<file path="src/rtl/addsub_arb_pkg.sv">
// Shared types and reset constants for the add/subtract arbiter.
// Contents: FSM state enum, client-id type, reset values of the
// round-robin pointer and the result owner.
package addsub_arb_pkg;

  // IDLE: nothing in flight; RESP: a result is held for its owner
  typedef enum logic {
    IDLE = 1'b0,
    RESP = 1'b1
  } state_e;

  // Identifies one of the two clients
  typedef logic client_id_t;

  // last = 1 after reset so client 0 wins the first tie
  localparam client_id_t LAST_RST  = 1'b1;
  localparam client_id_t OWNER_RST = 1'b0;

  // Client selected on a tie: whichever was not granted most recently
  function automatic client_id_t tie_winner(input client_id_t last);
    return client_id_t'(~last);
  endfunction

endpackage : addsub_arb_pkg

</file>
<file path="src/rtl/addsub_cla.sv">
// W-bit carry-lookahead adder/subtractor.
// Computes s = a + (b ^ {W{m}}) + m (mod 2^W).
// Ports:
//   a_i, b_i  : operands (W bits)
//   m_i       : mode, 0 = add, 1 = subtract
//   s_o       : result (W bits)
//   c_o       : carry out of bit W-1
//   v_o       : signed overflow (carry into MSB ^ carry out of MSB)
module addsub_cla #(
  parameter int unsigned W = 4
) (
  input  logic [W-1:0] a_i,
  input  logic [W-1:0] b_i,
  input  logic         m_i,
  output logic [W-1:0] s_o,
  output logic         c_o,
  output logic         v_o
);

  logic [W-1:0] bx;
  logic [W-1:0] g;
  logic [W-1:0] p;
  logic [W:0]   carry;
  logic         acc;
  logic         prod;

  assign bx = b_i ^ {W{m_i}};
  assign g  = a_i & bx;
  assign p  = a_i ^ bx;

  // Each carry is the flat sum-of-products of lower generates and the
  // propagate chain, so no carry depends on the carry below it.
  always_comb begin
    carry    = '0;
    acc      = 1'b0;
    prod     = 1'b0;
    carry[0] = m_i;
    for (int i = 0; i < int'(W); i++) begin
      acc  = g[i];
      prod = p[i];
      for (int j = i - 1; j >= 0; j--) begin
        acc  = acc | (prod & g[j]);
        prod = prod & p[j];
      end
      carry[i+1] = acc | (prod & m_i);
    end
  end

  assign s_o = p ^ carry[W-1:0];
  assign c_o = carry[W];
  assign v_o = carry[W] ^ carry[W-1];

endmodule : addsub_cla

</file>
<file path="src/rtl/addsub_arbiter.sv">
// Two-client round-robin arbiter sharing one addsub_cla datapath.
// Each client issues {a, b, m} over a valid/ready request channel and
// receives a registered result over its own valid/ready response channel.
// Only one operation is in flight; a new accept is possible once the
// previous result has been consumed.
// Ports:
//   clk, rst_n                       : clock, async active-low reset
//   reqN_valid/reqN_ready            : request handshake, client N
//   reqN_a, reqN_b, reqN_m           : operands and mode, client N
//   rspN_valid/rspN_ready            : response handshake, client N
//   rspN_s                           : result, client N
//   rspN_c, rspN_v                   : carry / overflow, client N
// Build option: define ADDSUB_ARB_FLAGS_EN to add the carry/overflow
// ports and their flops; without it only the sum is returned.
module addsub_arbiter
  import addsub_arb_pkg::*;
#(
  parameter int unsigned W = 4
) (
  input  logic         clk,
  input  logic         rst_n,
  input  logic         req0_valid,
  output logic         req0_ready,
  input  logic [W-1:0] req0_a,
  input  logic [W-1:0] req0_b,
  input  logic         req0_m,
  input  logic         req1_valid,
  output logic         req1_ready,
  input  logic [W-1:0] req1_a,
  input  logic [W-1:0] req1_b,
  input  logic         req1_m,
  output logic         rsp0_valid,
  input  logic         rsp0_ready,
  output logic [W-1:0] rsp0_s,
  output logic         rsp1_valid,
  input  logic         rsp1_ready,
  output logic [W-1:0] rsp1_s
`ifdef ADDSUB_ARB_FLAGS_EN
  ,
  output logic         rsp0_c,
  output logic         rsp0_v,
  output logic         rsp1_c,
  output logic         rsp1_v
`endif
);

  state_e     state_q, state_d;
  client_id_t last_q,  last_d;
  client_id_t owner_q, owner_d;
  logic [W-1:0] s_q, s_d;

  logic         gnt_any_c;
  client_id_t   gnt_id_c;
  logic         rsp_hs_c;
  logic [W-1:0] cla_a;
  logic [W-1:0] cla_b;
  logic         cla_m;
  logic [W-1:0] cla_s;

`ifdef ADDSUB_ARB_FLAGS_EN
  logic c_q, c_d;
  logic v_q, v_d;
  logic cla_c;
  logic cla_v;
`else
  // Flags not needed in this build
  logic unused_cla_c;
  logic unused_cla_v;
`endif

  // Round-robin grant: a lone requester wins, a tie goes away from last
  always_comb begin
    gnt_any_c = req0_valid | req1_valid;
    gnt_id_c  = 1'b0;
    if (req0_valid && req1_valid) begin
      gnt_id_c = tie_winner(last_q);
    end else if (req1_valid) begin
      gnt_id_c = 1'b1;
    end
  end

  // Operand mux into the shared datapath follows the current grant
  assign cla_a = gnt_id_c ? req1_a : req0_a;
  assign cla_b = gnt_id_c ? req1_b : req0_b;
  assign cla_m = gnt_id_c ? req1_m : req0_m;

  addsub_cla #(
    .W (W)
  ) u_cla (
    .a_i (cla_a),
    .b_i (cla_b),
    .m_i (cla_m),
    .s_o (cla_s),
`ifdef ADDSUB_ARB_FLAGS_EN
    .c_o (cla_c),
    .v_o (cla_v)
`else
    .c_o (unused_cla_c),
    .v_o (unused_cla_v)
`endif
  );

  // Response handshake of whichever client owns the held result
  assign rsp_hs_c = owner_q ? rsp1_ready : rsp0_ready;

  // State, owner and round-robin pointer
  always_ff @(posedge clk or negedge rst_n) begin
    if (!rst_n) begin
      state_q <= IDLE;
      last_q  <= LAST_RST;
      owner_q <= OWNER_RST;
    end else begin
      state_q <= state_d;
      last_q  <= last_d;
      owner_q <= owner_d;
    end
  end

  // Result register
  always_ff @(posedge clk or negedge rst_n) begin
    if (!rst_n) begin
      s_q <= '0;
`ifdef ADDSUB_ARB_FLAGS_EN
      c_q <= 1'b0;
      v_q <= 1'b0;
`endif
    end else begin
      s_q <= s_d;
`ifdef ADDSUB_ARB_FLAGS_EN
      c_q <= c_d;
      v_q <= v_d;
`endif
    end
  end

  // Next state: accept in IDLE, release on the owner's handshake in RESP
  always_comb begin
    state_d = state_q;
    last_d  = last_q;
    owner_d = owner_q;
    s_d     = s_q;
`ifdef ADDSUB_ARB_FLAGS_EN
    c_d     = c_q;
    v_d     = v_q;
`endif
    unique case (state_q)
      IDLE: begin
        if (gnt_any_c) begin
          state_d = RESP;
          last_d  = gnt_id_c;
          owner_d = gnt_id_c;
          s_d     = cla_s;
`ifdef ADDSUB_ARB_FLAGS_EN
          c_d     = cla_c;
          v_d     = cla_v;
`endif
        end
      end
      RESP: begin
        if (rsp_hs_c) begin
          state_d = IDLE;
        end
      end
      default: state_d = IDLE;
    endcase
  end

  // Outputs: ready is a live grant (masked in reset), response side
  // decodes only registered state
  always_comb begin
    req0_ready = rst_n && (state_q == IDLE) && gnt_any_c && (gnt_id_c == 1'b0);
    req1_ready = rst_n && (state_q == IDLE) && gnt_any_c && (gnt_id_c == 1'b1);
    rsp0_valid = (state_q == RESP) && (owner_q == 1'b0);
    rsp1_valid = (state_q == RESP) && (owner_q == 1'b1);
    rsp0_s     = s_q;
    rsp1_s     = s_q;
`ifdef ADDSUB_ARB_FLAGS_EN
    rsp0_c     = c_q;
    rsp0_v     = v_q;
    rsp1_c     = c_q;
    rsp1_v     = v_q;
`endif
  end

endmodule : addsub_arbiter

</file>
<file path="config.mk">
export PLATFORM = sky130hd
export DESIGN_NAME = addsub_arbiter
export DESIGN_NICKNAME = d
export VERILOG_FILES = /design/src/rtl/addsub_arb_pkg.sv /design/src/rtl/addsub_cla.sv /design/src/rtl/addsub_arbiter.sv
export SDC_FILE = /design/constraint.sdc
export NUM_CORES = 1
export LEC_CHECK = 0
export BUFFER_PORTS_ARGS = -buffer_cell sky130_fd_sc_hd__buf_2
export CORE_UTILIZATION = 48
export CTS_BUF_LIST = sky130_fd_sc_hd__clkbuf_8
export DETAILED_ROUTE_END_ITERATION = 10
export GPL_TIMING_DRIVEN = 0
export PLACE_DENSITY = 0.86
export SLEW_MARGIN = 15
export SYNTH_ARGS = -nofsm -noshare
export SYNTH_HDL_FRONTEND = slang
export SYNTH_SLANG_ARGS = --single-unit
</file>
<file path="constraint.sdc">
create_clock -name clk -period 6.5 [get_ports clk]
set_input_delay 0.65 -clock clk [delete_from_list [all_inputs] [get_ports clk]]
set_output_delay 0.65 -clock clk [all_outputs]
set_load 0.1 [all_outputs]
</file>
==> results of run 1 <==
through the flow:
step	cells	worst slack [ps]
2_1_floorplan	72	2690
3_3_place_gp	121	3740
3_5_place_dp	121	3630
4_1_cts	125	3860
5_1_grt	125	3750
6_report	125	3890
Yosys cell counts, types with 2 or more instances:
| cell | n | area share |
|---|---|---|
| nand2_1 | 15 | 0.087 |
| mux2i_1 | 7 | 0.11 |
| dfrtp_1 | 6 | 0.23 |
| xor2_1 | 6 | 0.081 |
| buf_4 | 4 | 0.046 |
| ha_1 | 3 | 0.058 |
| nor2_1 | 3 | 0.017 |
| o21ai_0 | 3 | 0.023 |
| xnor2_1 | 3 | 0.041 |
| inv_1 | 2 | 0.012 |
| nor3_1 | 2 | 0.015 |
| o21a_1 | 2 | 0.023 |
| o21ai_1 | 2 | 0.015 |
how the worst max path moves through the flow:
stage	endpoint	cells after the start
after floorplan	req0_ready	3
after global placement	rsp0_s[2]	11
after detailed placement	rsp0_s[2]	11
after CTS	rsp0_s[2]	11
after global routing	rsp0_s[2]	11
final	rsp0_s[2]	11
registers in the layout, summed over array words and instances, names as in the netlist:
name and flops:
last_q 1, owner_q 1, rsp0_s 4, state_q 1
logic make-up after synthesis:
family | synth area share
simple gates | 0.160
fa+ha+maj | 0.0579
compound gates | 0.158
buf+inv | 0.0869
mux | 0.143
xor+xnor | 0.122
flops | 0.272
cell type report:
type / instances / area (um^2)
plain buffers: 6 / 48.8
clock inverters: 1 / 3.75
flip-flops and latches: 7 / 176
repair buffers: 35 / 175
multi-input cells: 57 / 415
inverters: 2 / 7.51
fillers: 105 / 300
well taps: 14 / 17.5
clock buffers: 3 / 41.3
metal layers:
layer | up-vias | track usage | wire (um)
li1 | 324 | - | -
met1 | 288 | 0.230 | 549
met2 | 27 | 0.388 | 726
met3 | 2 | 0.0347 | 73
met4 | 0 | 0.129 | 21
met5 | - | 0 | 0
==> flow_metrics.env, run 1 <==
export IMPL_status="finished clean"
export IMPL_hold_viol=0
export IMPL_arrival_ps=2740
export IMPL_grtUsageTotal=0.215
export IMPL_crit_family="compound AO/OA/AOI/OAI gates"
export IMPL_fin_util=0.747
export IMPL_critPathMaxStageDelay_ps=310
export IMPL_cts_hold_buf=0
export IMPL_syn_avg_cell_area_um2=9.00
export IMPL_clockBufferDepth=2
export IMPL_wl_per_cell_um=11.0
export IMPL_r2r_end="rsp0_s[2]"
export IMPL_vias=641
export IMPL_cts_root_buf="clkbuf_8"
export IMPL_areaGrowthSynthToFinish_pct=36.7
export IMPL_cts_buffers=3
export IMPL_ctsResizeCount=0
export IMPL_die_x_um=38.7
export IMPL_drt_total_wl_um=1370
export IMPL_grt_overflow_total=0
export IMPL_worstMarginPinSlew_ps=499
export IMPL_io_buffer_count=35
export IMPL_finClkSkew_ps=1.45
export IMPL_reg2reg_slack_ps=4060
export IMPL_final_area_um2=886
export IMPL_rsz0062_at_grt="false"
export IMPL_ff2ff_path_depth=10
export IMPL_reg2reg_from="last_q"
export IMPL_max_slew_margin=0.670
export IMPL_finalSetupViolCount=0
export IMPL_placed_cell_area_um2=841
export IMPL_setup_worst_path_start_class="primary input"
export IMPL_clkTransAtPathRegs_ps=40
export IMPL_grt_pass1_wl_um=2160
export IMPL_cp_cell_sequence="buf_2 > a21boi_4 > buf_8 > mux2i_1 > xor2_1 > ha_1 > nand2_1 > mux2i_1 > o21a_1 > o21a_1 > o31ai_1"
export IMPL_first_iter_violations=7
export IMPL_yosysSeqAreaShare=0.272
export IMPL_core_area_um2=1190
export IMPL_grt_pass1_vias=521
export IMPL_layout_nets=139
export IMPL_drt_pre_antenna_iters=4
export IMPL_grt_antenna_before_repair=0
export IMPL_grt_max_degree=11
export IMPL_h_tree_depth=1
export IMPL_fin_crit_sh=0.401
export IMPL_detailedPlacementHpwl_um=1120
export IMPL_drv_cap=0
export IMPL_drive_above_1_share=0.423
export IMPL_postSynthRegisterBits=7
export IMPL_hold_path_class="in -> async"
export IMPL_chipHeight_um=38.7
export IMPL_synth_cell_types=27
export IMPL_cp_end_kind="flop"
export IMPL_gp_congestion=0.787
export IMPL_drv_slew=0
export IMPL_cts_sinks=7
export IMPL_critPathKind="in -> reg"
export IMPL_min_period_ps=2610
export IMPL_post_cts_buffers=0
export IMPL_clk_latency_ps=230
export IMPL_fin_setup_tns_ps=0
export IMPL_boundaryPins=36
export IMPL_synth_warnings=0
export IMPL_crit_buf_inv=2
export IMPL_async_reset_ff_frac=1.00
export IMPL_whs_ps=256
export IMPL_routed_via_density=5.13
export IMPL_synth_edff_count=0
export IMPL_required_ps=6640
export IMPL_syn_instance_count=72
export IMPL_cts_tree="built"
export IMPL_cpMaxStageDelayCell="mux2i_1"
export IMPL_dieArea_um2=1500
export IMPL_synth_net_count=99
export IMPL_num_rows=12
export IMPL_final_cell_mix="buf_2, nand2_1, mux2i_1, xor2_1, dfrtp_1"
export IMPL_start_util=0.546
export IMPL_synth_main_ff_cell="dfrtp_1"
export IMPL_syn_area_um2=648
export IMPL_worstSetupStartpoint="req1_valid"
export IMPL_worst_path_max_fanout=10
export IMPL_max_freq_mhz=384
export IMPL_final_antenna_net_count=0
export IMPL_mostFrequentLayoutCell="buf_2"
export IMPL_post_route_drc_count=0
export IMPL_diodes=0
Power of run 1 is left out: the tool's default activity adds up to more than one toggle a clock period on the data nets, which glitch-free logic cannot reach.
==> run 2: changes to the inputs <==
Settings changed: ABC_AREA from default to 1, CORE_UTILIZATION 48 to 42, PLACE_DENSITY 0.86 to 0.77.
Clock period 6.5 ns to 2.18 ns, I/O delays scaled along.
==> run 2 against run 1 <==
Synthesized area up 15%. Via count rose by 35%. Non-clock buffer count increased by 4. Flip-flop and latch count did not move. Utilization down 6.1 points. Count of clock-buffer cells in the layout unchanged. Synthesized cell count grew 63%. Die area is 30% higher. Design area rose by 22%. Critical endpoint is now rsp0_s[3]. Largest cell class unchanged.
==> flow_metrics.env, run 2 <==
export IMPL_fin_ws_ps=91.9
export IMPL_power_mw=1.89
export IMPL_finalSetupViolCount=0
export IMPL_gp_congestion=0.720
export IMPL_clk_latency_ps=230
export IMPL_drive_above_1_share=0.444
export IMPL_boundaryPins=36
export IMPL_vias=866
export IMPL_h_tree_depth=1
export IMPL_synth_most_common_cell="nand2_1"
export IMPL_fin_cells=178
export IMPL_synth_area_leaders="nand2_1, dfrtp_1, nand2_4, inv_1, nand3_1"
export IMPL_worstMarginPinSlew_ps=487
export IMPL_fillerInstances=155
export IMPL_min_period_ps=2090
export IMPL_io_buffer_count=35
export IMPL_required_ps=2300
export IMPL_max_freq_mhz=479
export IMPL_fin_util=0.686
export IMPL_setup_worst_path_start_class="flop"
export IMPL_drv_cap=0
export IMPL_whs_ps=253
export IMPL_syn_area_um2=744
export IMPL_syn_instance_count=117
export IMPL_finClkSkew_ps=1.64
export IMPL_final_area_um2=1080
export IMPL_mostFrequentLayoutCell="nand2_1"
export IMPL_yosysTopAreaCell="nand2_1"
export IMPL_detailedPlacementHpwl_um=1410
export IMPL_grt_antenna_before_repair=0
export IMPL_layout_nets=190
export IMPL_placed_cell_area_um2=947
export IMPL_num_rows=14
export IMPL_cp_end_kind="flop"
export IMPL_placedCellCount=168
export IMPL_cts_root_buf="clkbuf_8"
export IMPL_syn_avg_cell_area_um2=6.36
export IMPL_post_route_drc_count=0
export IMPL_dp_slack_ps=31.1
export IMPL_hold_path_class="in -> reg"
export IMPL_fin_crit_sh=0.958
export IMPL_grt_overflow_total=0
export IMPL_first_iter_violations=10
export IMPL_clkTransAtPathRegs_ps=40
export IMPL_arrival_ps=2210
export IMPL_status="finished clean"
export IMPL_final_cell_mix="nand2_1, buf_2, inv_1, nand3_1, buf_4"
export IMPL_synth_cell_types=19
export IMPL_async_reset_ff_frac=1.00
export IMPL_grt_pass1_wl_um=2840
export IMPL_final_antenna_net_count=0
export IMPL_power_leakage_nw=0.685
export IMPL_largest_register_ffs=4
export IMPL_drt_pre_antenna_iters=2
export IMPL_die_x_um=44.1
export IMPL_yosysSeqAreaShare=0.237
export IMPL_synth_net_count=144
export IMPL_chipHeight_um=44.1
export IMPL_synth_warnings=0
export IMPL_rsz0062_at_grt="true"
export IMPL_cts_buffers=3
export IMPL_synth_edff_count=0
export IMPL_hold_viol=0
export IMPL_dieArea_um2=1940
export IMPL_diodes=0
export IMPL_max_slew_margin=0.678
export IMPL_drt_total_wl_um=1920
export IMPL_peakVddDrop_uv=1540
export IMPL_routed_via_density=4.87
export IMPL_grt_max_degree=11
export IMPL_wl_per_cell_um=10.8
export IMPL_yosysTopAreaCellShare=0.242
export IMPL_reg2reg_slack_ps=90
export IMPL_grt_pass1_vias=758
export IMPL_fin_setup_tns_ps=0
export IMPL_cts_sinks=7
export IMPL_core_area_um2=1580
export IMPL_drv_slew=0
export IMPL_postSynthRegisterBits=7
export IMPL_clockBufferDepth=2
export IMPL_yosys_top_cells_count="nand2_1, inv_1, nand3_1"
export IMPL_critPathKind="reg -> reg"
export IMPL_grtUsageTotal=0.192
export IMPL_worst_path_max_fanout=9
export IMPL_power_density_nw_per_um2=1750
export IMPL_cts_tree="built"
export IMPL_start_util=0.472
export IMPL_areaGrowthSynthToFinish_pct=45.2
export IMPL_synth_main_ff_cell="dfrtp_1"
-- run 2: repair_timing --
item	CTS	global route
hold endpoints to repair	6	0
setup buffers	0	5
endpoints found under the setup margin	0	2
hold buffers	1	0
resized for setup	0	9
-- run 2: cell type report --
class | count | area [um^2] | area share
Tap cell | 16 | 20.0 | 0.0185
Inverter | 19 | 78.8 | 0.0729
Clock inverter | 1 | 3.75 | 0.00347
Timing Repair Buffer | 41 | 220 | 0.204
Buffer | 4 | 30.0 | 0.0278
Sequential cell | 7 | 176 | 0.163
Multi-Input combinational cell | 87 | 510 | 0.472
Clock buffer | 3 | 41.3 | 0.0382
-- run 2: kinds of logic (layout without fill, tap and decap cells) --
family	Yosys count	count (layout)	synth area share
buf+inv	23	68	0.143
fa+ha+maj	3	3	0.0504
flops	7	7	0.237
xor+xnor	2	2	0.0235
compound gates	6	6	0.0504
simple gates	76	76	0.496
-- run 2: report_power, final --
group / switching [mW] / internal, mW / leakage, nW
clock network: 0.0579 / 0.122 / 0.0269
registers: 0.0499 / 0.205 / 0.0826
logic: 1.12 / 0.335 / 0.575
-- run 2: final timing paths --
check	startpoint	to	depth (start not counted)
setup / recovery	last_q	rsp0_s[3]	15
hold / removal	rsp0_ready	state_q	2
setup reg to reg	last_q	rsp0_s[3]	15
hold reg to reg	last_q	last_q	2
max in group asynchronous	rst_n	last_q	2
min in group asynchronous	rst_n	rsp0_s[2]	2
-- run 2: metal layers --
metal	GRT usage	wire [um]	up-vias
met4	0.0364	10	0
met5	0	0	-
li1	-	-	444
met3	0.0367	78	3
met2	0.397	1070	24
met1	0.195	763	395
-- run 2: critical path, cell delays in order (launching register included) --
cell,delay [ps]
dfstp_2,550
nand2_4,80
nand2_8,110
inv_8,60
nand2_2,70
nand2_2,50
xor2_1,140
ha_1,340
nand2_1,110
inv_1,60
a21oi_2,130
nand2_2,70
inv_1,50
nand2_1,40
nand3_1,80
nand2_1,50
Note: power is estimated with default switching activity, not from simulation.
